===== config.mk =====
export PLATFORM = sky130hd
export DESIGN_NAME = uart_tx_port
export DESIGN_NICKNAME = d
export VERILOG_FILES = /design/src/rtl/uart_pkg.sv /design/src/rtl/sync_fifo.sv /design/src/rtl/uart_tx_port.sv
export SDC_FILE = /design/constraint.sdc
export NUM_CORES = 1
export LEC_CHECK = 0
export ABC_AREA = 1
export CORE_MARGIN = 4
export CORE_UTILIZATION = 52
export CTS_BUF_LIST = sky130_fd_sc_hd__clkbuf_16
export DETAILED_ROUTE_END_ITERATION = 7
export PLACE_DENSITY_LB_ADDON = 0.1
export SLEW_MARGIN = 20
export SYNTH_ARGS = -nofsm -noshare
export SYNTH_HDL_FRONTEND = slang
export SYNTH_SLANG_ARGS = --single-unit

===== constraint.sdc =====
create_clock -name clk -period 2.75 [get_ports clk]
set_input_delay 0.55 -clock clk [delete_from_list [all_inputs] [get_ports clk]]
set_output_delay 0.55 -clock clk [all_outputs]
set_load 0.1 [all_outputs]

===== src/rtl/uart_pkg.sv =====
// ---------------------------------------------------------------------------
// uart_pkg
//   Shared types and constants for the memory-mapped UART transmitter port.
//   The bus multiplexer uses the two address constants to decode the data
//   write and the status read. uart_tx_port uses the state enum, the status
//   bit indices and the status packing helper.
//
//   Contents:
//     tx_state_e    transmitter FSM states (IDLE, START, DATA, STOP)
//     TX_DATA_ADDR  bus address of the byte-to-send register
//     TX_STAT_ADDR  bus address of the status word
//     STAT_*        bit positions inside the 16-bit status word
//     FRAME_BITS    bits per 8N1 frame (start + 8 data + stop)
//     packStatus()  builds the status word from its three flags
// ---------------------------------------------------------------------------
package uart_pkg;

  typedef enum logic [1:0] {
    IDLE  = 2'd0,
    START = 2'd1,
    DATA  = 2'd2,
    STOP  = 2'd3
  } tx_state_e;

  localparam logic [15:0] TX_DATA_ADDR = 16'h0a00;
  localparam logic [15:0] TX_STAT_ADDR = 16'h0a01;

  localparam int STAT_READY = 0;
  localparam int STAT_IDLE  = 1;
  localparam int STAT_OVF   = 2;

  localparam int FRAME_BITS = 10;

  // The upper status bits are reserved and always read as zero, so the
  // word is built from a cleared value and only the three flags are set.
  function automatic logic [15:0] packStatus(input logic ovf,
                                             input logic idle,
                                             input logic ready);
    logic [15:0] word;
    word             = 16'h0000;
    word[STAT_OVF]   = ovf;
    word[STAT_IDLE]  = idle;
    word[STAT_READY] = ready;
    return word;
  endfunction

endpackage


===== src/rtl/sync_fifo.sv =====
// ---------------------------------------------------------------------------
// sync_fifo
//   Small synchronous FIFO that holds the bytes queued for transmission.
//   The head entry is visible on o_data without a read latency, so the
//   consumer can load it on the same edge that pops it.
//
//   Parameters:
//     WIDTH  data width in bits
//     DEPTH  number of entries; must be a power of two and at least 2
//
//   Ports:
//     clk      in   system clock, rising edge
//     rst      in   asynchronous active-high reset; empties the FIFO
//     i_push   in   store i_data at the next edge (ignored when it cannot fit)
//     i_pop    in   drop the head entry at the next edge (ignored when empty)
//     i_data   in   WIDTH  entry to store
//     o_data   out  WIDTH  current head entry
//     o_full   out  all DEPTH entries are occupied
//     o_empty  out  no entries are occupied
// ---------------------------------------------------------------------------
module sync_fifo #(
  parameter int WIDTH = 8,
  parameter int DEPTH = 4
) (
  input  logic             clk,
  input  logic             rst,
  input  logic             i_push,
  input  logic             i_pop,
  input  logic [WIDTH-1:0] i_data,
  output logic [WIDTH-1:0] o_data,
  output logic             o_full,
  output logic             o_empty
);
  import uart_pkg::*;

  localparam int AW = (DEPTH > 1) ? $clog2(DEPTH) : 1;
  localparam logic [AW:0] CNT_FULL = (AW + 1)'(DEPTH);

  logic [WIDTH-1:0] r_mem [DEPTH];
  logic [AW-1:0]    r_wrPtr;
  logic [AW-1:0]    r_rdPtr;
  logic [AW:0]      r_count;

  logic w_doPush;
  logic w_doPop;

  // The count carries one extra bit so that "all slots used" and
  // "no slots used" are different values even though the two pointers
  // are equal in both cases.
  assign o_full  = (r_count == CNT_FULL);
  assign o_empty = (r_count == '0);

  // A push into a full FIFO is still accepted when a pop happens in the
  // same cycle: the pop frees the head slot, which is exactly the slot the
  // write pointer is aiming at, and the old head has already been consumed
  // from o_data before the edge.
  assign w_doPop  = i_pop && !o_empty;
  assign w_doPush = i_push && (!o_full || w_doPop);

  assign o_data = r_mem[r_rdPtr];

  // Pointer and occupancy bookkeeping. Pointers wrap naturally because the
  // depth is a power of two; a simultaneous push and pop leaves the count
  // where it was.
  always_ff @(posedge clk or posedge rst) begin
    if (rst) begin
      r_wrPtr <= '0;
      r_rdPtr <= '0;
      r_count <= '0;
    end else begin
      if (w_doPush) begin
        r_wrPtr <= r_wrPtr + AW'(1);
      end
      if (w_doPop) begin
        r_rdPtr <= r_rdPtr + AW'(1);
      end
      case ({w_doPush, w_doPop})
        2'b10:   r_count <= r_count + (AW + 1)'(1);
        2'b01:   r_count <= r_count - (AW + 1)'(1);
        default: r_count <= r_count;
      endcase
    end
  end

  // Storage has no reset: a flushed FIFO is defined by its pointers and
  // count, so stale bytes left in the array are never observable.
  always_ff @(posedge clk) begin
    if (w_doPush) begin
      r_mem[r_wrPtr] <= i_data;
    end
  end

endmodule


===== src/rtl/uart_tx_port.sv =====
// ---------------------------------------------------------------------------
// uart_tx_port
//   Memory-mapped UART transmitter. The CPU polls the status word and, when
//   ready is set, writes a byte to the data address. Bytes are queued in a
//   small FIFO and sent 8N1, LSB first, on o_tx. Consecutive queued bytes go
//   out back to back with no idle time between the stop bit and the next
//   start bit. Each frame is exactly 10 * BIT_DIV clocks long.
//
//   Parameters:
//     CLK_FREQ    system clock frequency in Hz
//     BAUD        line rate in bit/s
//     BIT_DIV     clocks per bit, derived from the two above unless overridden
//     FIFO_DEPTH  byte FIFO depth; power of two, at least 2
//
//   Ports:
//     clk          in   system clock, rising edge
//     rst          in   asynchronous active-high reset
//     i_wr_strobe  in   one-cycle pulse: CPU write to the TX data address
//     i_wr_data    in   8   byte to send
//     i_stat_rd    in   high while the CPU addresses the status word;
//                       clears the sticky overflow flag
//     o_status     out  16  {13'b0, ovf, idle, ready}
//     o_tx         out  serial line, idle high
// ---------------------------------------------------------------------------
module uart_tx_port #(
  parameter int CLK_FREQ   = 50_000_000,
  parameter int BAUD       = 9600,
  parameter int BIT_DIV    = CLK_FREQ / BAUD,
  parameter int FIFO_DEPTH = 4
) (
  input  logic        clk,
  input  logic        rst,
  input  logic        i_wr_strobe,
  input  logic [7:0]  i_wr_data,
  input  logic        i_stat_rd,
  output logic [15:0] o_status,
  output logic        o_tx
);
  import uart_pkg::*;

  localparam int DIV_W = (BIT_DIV > 1) ? $clog2(BIT_DIV) : 1;
  localparam logic [DIV_W-1:0] DIV_LAST = DIV_W'(BIT_DIV - 1);

  tx_state_e        r_state;
  tx_state_e        w_stateNext;
  logic [DIV_W-1:0] r_div;
  logic [DIV_W-1:0] w_divNext;
  logic [2:0]       r_bitIdx;
  logic [2:0]       w_bitIdxNext;
  logic [7:0]       r_shift;
  logic [7:0]       w_shiftNext;
  logic             r_tx;
  logic             w_txNext;
  logic             r_ovf;
  logic             w_ovfNext;

  logic             w_pop;
  logic             w_full;
  logic             w_empty;
  logic [7:0]       w_fifoData;
  logic             w_divEnd;
  logic             w_overflow;
  logic             w_idle;

  // Byte queue between the CPU and the serialiser. Every strobe is offered
  // to the FIFO; it decides for itself whether the byte fits.
  sync_fifo #(
    .WIDTH (8),
    .DEPTH (FIFO_DEPTH)
  ) u_fifo (
    .clk     (clk),
    .rst     (rst),
    .i_push  (i_wr_strobe),
    .i_pop   (w_pop),
    .i_data  (i_wr_data),
    .o_data  (w_fifoData),
    .o_full  (w_full),
    .o_empty (w_empty)
  );

  assign w_divEnd = (r_div == DIV_LAST);

  // A write is only lost when the FIFO is full and nothing leaves it in
  // the same cycle; a pop at the end of a stop bit makes room in time.
  assign w_overflow = i_wr_strobe && w_full && !w_pop;

  // Sticky overflow flag. Setting takes priority, so an overflow that
  // coincides with a status read is still reported on the next read.
  always_comb begin
    w_ovfNext = r_ovf;
    if (w_overflow) begin
      w_ovfNext = 1'b1;
    end else if (i_stat_rd) begin
      w_ovfNext = 1'b0;
    end
  end

  // Next-state logic for the serialiser. The divider free-runs through
  // 0..BIT_DIV-1 inside a state and is cleared on every state change, so
  // each of the ten bit slots lasts exactly BIT_DIV clocks. The head of the
  // FIFO is popped straight into the shift register either from IDLE or at
  // the end of a stop bit, which is what makes back-to-back frames gapless.
  always_comb begin
    w_stateNext  = r_state;
    w_divNext    = w_divEnd ? '0 : r_div + DIV_W'(1);
    w_bitIdxNext = r_bitIdx;
    w_shiftNext  = r_shift;
    w_pop        = 1'b0;

    case (r_state)
      IDLE: begin
        w_divNext = '0;
        if (!w_empty) begin
          w_pop       = 1'b1;
          w_shiftNext = w_fifoData;
          w_stateNext = START;
        end
      end
      START: begin
        if (w_divEnd) begin
          w_stateNext  = DATA;
          w_bitIdxNext = '0;
        end
      end
      DATA: begin
        if (w_divEnd) begin
          w_shiftNext = {1'b0, r_shift[7:1]};
          if (r_bitIdx == 3'd7) begin
            w_stateNext = STOP;
          end else begin
            w_bitIdxNext = r_bitIdx + 3'd1;
          end
        end
      end
      STOP: begin
        if (w_divEnd) begin
          if (!w_empty) begin
            w_pop       = 1'b1;
            w_shiftNext = w_fifoData;
            w_stateNext = START;
          end else begin
            w_stateNext = IDLE;
          end
        end
      end
      default: begin
        w_stateNext = IDLE;
      end
    endcase

    if (w_stateNext != r_state) begin
      w_divNext = '0;
    end
  end

  // The line level is registered so o_tx is glitch-free. It is derived
  // from where the FSM is going next, which puts the start bit on the line
  // on the edge that pops the byte.
  always_comb begin
    w_txNext = 1'b1;
    case (w_stateNext)
      START:   w_txNext = 1'b0;
      DATA:    w_txNext = w_shiftNext[0];
      default: w_txNext = 1'b1;
    endcase
  end

  // State register. Reset is asynchronous so a reset mid-frame returns the
  // line to idle-high at once and truncates the frame in flight.
  always_ff @(posedge clk or posedge rst) begin
    if (rst) begin
      r_state  <= IDLE;
      r_div    <= '0;
      r_bitIdx <= '0;
      r_shift  <= '0;
      r_tx     <= 1'b1;
      r_ovf    <= 1'b0;
    end else begin
      r_state  <= w_stateNext;
      r_div    <= w_divNext;
      r_bitIdx <= w_bitIdxNext;
      r_shift  <= w_shiftNext;
      r_tx     <= w_txNext;
      r_ovf    <= w_ovfNext;
    end
  end

  // Idle means nothing is on the line and nothing is waiting, so software
  // can use it to know the last byte has fully left the port.
  assign w_idle = (r_state == IDLE) && w_empty;

  assign o_status = packStatus(r_ovf, w_idle, !w_full);
  assign o_tx     = r_tx;

endmodule


==> results.ini <==
[setup_path]
reg2reg_to = u_fifo.r_count[2]
cp.buffers_inverters = 2
crit_cells = 14
end_kind = flop
crit_path_end = u_fifo.r_count[2]
worstSetupStartpoint = r_div[0]
crit_required_ps = 2960
slowest_stage = dfrtp_1
cpPeakStageDelay_ps = 380
path_max_fanout = 6
critPathTopFamily = adder cells
path_cells = ha_1 -> nand2_1 -> nor2_2 -> nand3_4 -> nand2_4 -> nand4_1 -> inv_2 -> o21ai_4 -> ha_1 -> inv_1 -> fa_1 -> a21oi_1 -> o21ai_0 -> xor2_1
worstSetupPathType = reg2reg
start_kind = flop
cpMostUsedCell = ha_1
rr_startpoint = r_div[0]
ff2ff_setup_slack_ps = 290
reg2reg_depth = 14
worstPathArrival_ps = 2670

[synthesis]
synth_common_cells = nand2_1, inv_1, nor2_1
ys_async_sr_fraction_pct = 52.2
synth_top_area_share_pct = 26.9
ys_warn_count = 0
syn_avg_cell_area_um2 = 9.16
netlist_area_um2 = 3570
synth.area.top_cells = edfxtp_1, dfrtp_1, nand2_1, ha_1, o21ai_0
synth_top_area_cell = edfxtp_1
yosysUniqueCellTypes = 33
synth_edf_count = 32
synthFlopType = dfrtp_1
synth_seq_cells = 67
yosysMostFrequentCell = nand2_1
synth.yosys.seq_area_share_pct = 51.5
synthCells = 390

[placed_design]
place.gp.congestion = 0.850
placedCellCount = 482
dp_slack_ps = 170
dp_hpwl_um = 4700
io_buffers = 15

[clock_tree]
clock_sink_count = 67
clkTransAtPathRegs_ps = 60
clock_latency_ps = 340
cts_inserted_buffers = 9
clk_path_buf_depth = 2
postCtsHoldBufs = 0
cts_root_buf = clkbuf_16
cts_max_level = 3
cts_tree = yes

[cells_and_area]
multi_input_area_um2 = 1450
fin_cells = 500
fill_cells = 552
seq_area_um2 = 1840
diodes = 0
syn_to_final_growth_pct = 15.0
nets = 445
drive_gt1_share_pct = 14.4

[routing]
wl_um = 6580
drt_iter0_drc = 101
dr.pass1.iters = 4
route.vias.total = 2503
ant_nets = 0
wl_per_cell_um = 13.2
vias_per_cell = 5.01
drc = 0

[floorplan]
die_x_um = 90.9
core_area_um2 = 6490
rows = 29
fp.dieH_um = 90.9
ios = 29
initial_utilization_pct = 55.0
dieArea_um2 = 8260

[timing]
setup_violations = 0
worstMarginPinSlew_ps = 507
grt_setup_unrepaired = false
maxSlewHeadroom_pct = 66.2
setup_slack_ps = 290
drv_slew = 0
finClkSkew_ps = 8.48
fin_crit_sh_pct = 89.5
finalHoldViolCount = 0
max_freq_ghz = 0.406
fin_crit_ps = 2460
tns_ps = 0

[pwr]
p_total_mw = 3.03
power.density_nw_per_um2 = 737
vdd_ir_drop_max_mv = 0.777
power_leakage_nw = 1.80

[global_route]
grt.overflow.total = 0
grt_pass1_wl_um = 10900
antenna_found_initial = 0
grt_pass1_vias = 2311
grt_max_degree = 36
grt_use_total_pct = 16.9

[worst_hold_path]
hp-class = reg2reg
whs_path_depth = 2

[run]
max_cap_viol_count = 0

[outcome]
status = complete, no violations

==> cell type report <==
class	instances	share of cell area [%]
clock inverters	7	2.04
well taps	77	2.35
multi-input cells	266	35.2
inverters	48	4.39
repair buffers	26	5.73
clock buffers	9	5.48
flip-flops and latches	67	44.8
==> placed cells by master, fill, tap and decap left out, types with 2 or more instances in the layout <==
cell type and n:
xor2_1 5, inv_6 2, inv_1 44, ha_1 14
o21ai_1 3, clkinv_4 2, o22ai_1 6, nand2_1 71
nor2_1 45, clkbuf_16 9, nand2_2 6, nor2_2 3
dfrtp_1 33, conb_1 13, nand4_1 3, inv_2 3
nor2_4 11, nor3_1 3, nand2_4 2, buf_4 14
nand3_1 21, edfxtp_1 32, a21oi_1 18, clkdlybuf4s50_1 11
o21ai_0 35
==> worst min-delay path by stage <==
stage	slack, ps	startpoint	to
finish	500	r_shift[0]	r_shift[0]
global route	530	u_fifo.r_count[0]	u_fifo.r_count[0]
CTS	500	u_fifo.r_count[0]	u_fifo.r_count[0]
detailed placement	490	r_shift[0]	r_shift[0]
global placement	480	r_bitIdx[1]	r_bitIdx[1]
floorplan	460	r_bitIdx[1]	r_bitIdx[1]
==> state kept, by name, indices dropped and copies added (netlist names) <==
signal and count:
r_ovf 1, r_div 13, u_fifo.r_count 3, u_fifo.r_mem 32, u_fifo.r_rdPtr 2, r_state 2, r_bitIdx 3, r_shift 8
o_tx 1, u_fifo.r_wrPtr 2
==> per-stage QoR <==
step           util (%)  area, um^2  hold WS [ps]
6_report           63.2        4110           498
5_1_grt            63.2        4110           527
4_1_cts            62.9        4090           501
3_5_place_dp       58.2        3780           488
3_3_place_gp       58.2        3780           477
2_1_floorplan         -        3620           457
==> metal layers <==
metal	GRT usage (%)	up-vias	wire [um]
met4	8.04	0	87
li1	-	1306	-
met3	5.25	6	246
met1	19.9	1152	2960
met5	0	-	0
met2	28.0	39	3290
==> worst reg2reg max path: stages, from the launching register on <==
cell	delay, ps
dfrtp_1	380
ha_1	230
nand2_1	140
nor2_2	60
nand3_4	110
nand2_4	80
nand4_1	130
inv_2	70
o21ai_4	120
ha_1	150
inv_1	70
fa_1	380
a21oi_1	150
o21ai_0	110
xor2_1	160
==> cell families (layout without fill, tap and decap cells) <==
logic type / count (synthesis) / after routing / synth area share [%]
AO/OA/AOI/OAI: 65 / 65 / 9.81
XOR/XNOR: 6 / 6 / 1.47
adder cells (fa/ha/maj): 15 / 15 / 5.47
buffers and inverters: 69 / 90 / 9.39
flip-flops: 67 / 67 / 51.5
other: 1 / 13 / 0.105
AND/OR/NAND/NOR: 167 / 167 / 22.3
==> power by group <==
group	leakage [nW]	switching [mW]	internal (mW)
Sequential	0.726	0.0490	1.20
Clock	0.149	0.461	0.717
Combinational	0.924	0.437	0.164
Total	1.80	0.948	2.08
==> what timing repair did <==
action,in CTS,in global routing
buffers inserted,0,2
gates resized for setup,0,3
endpoints found under the setup margin,0,1
(Power assumes the default switching activity.)
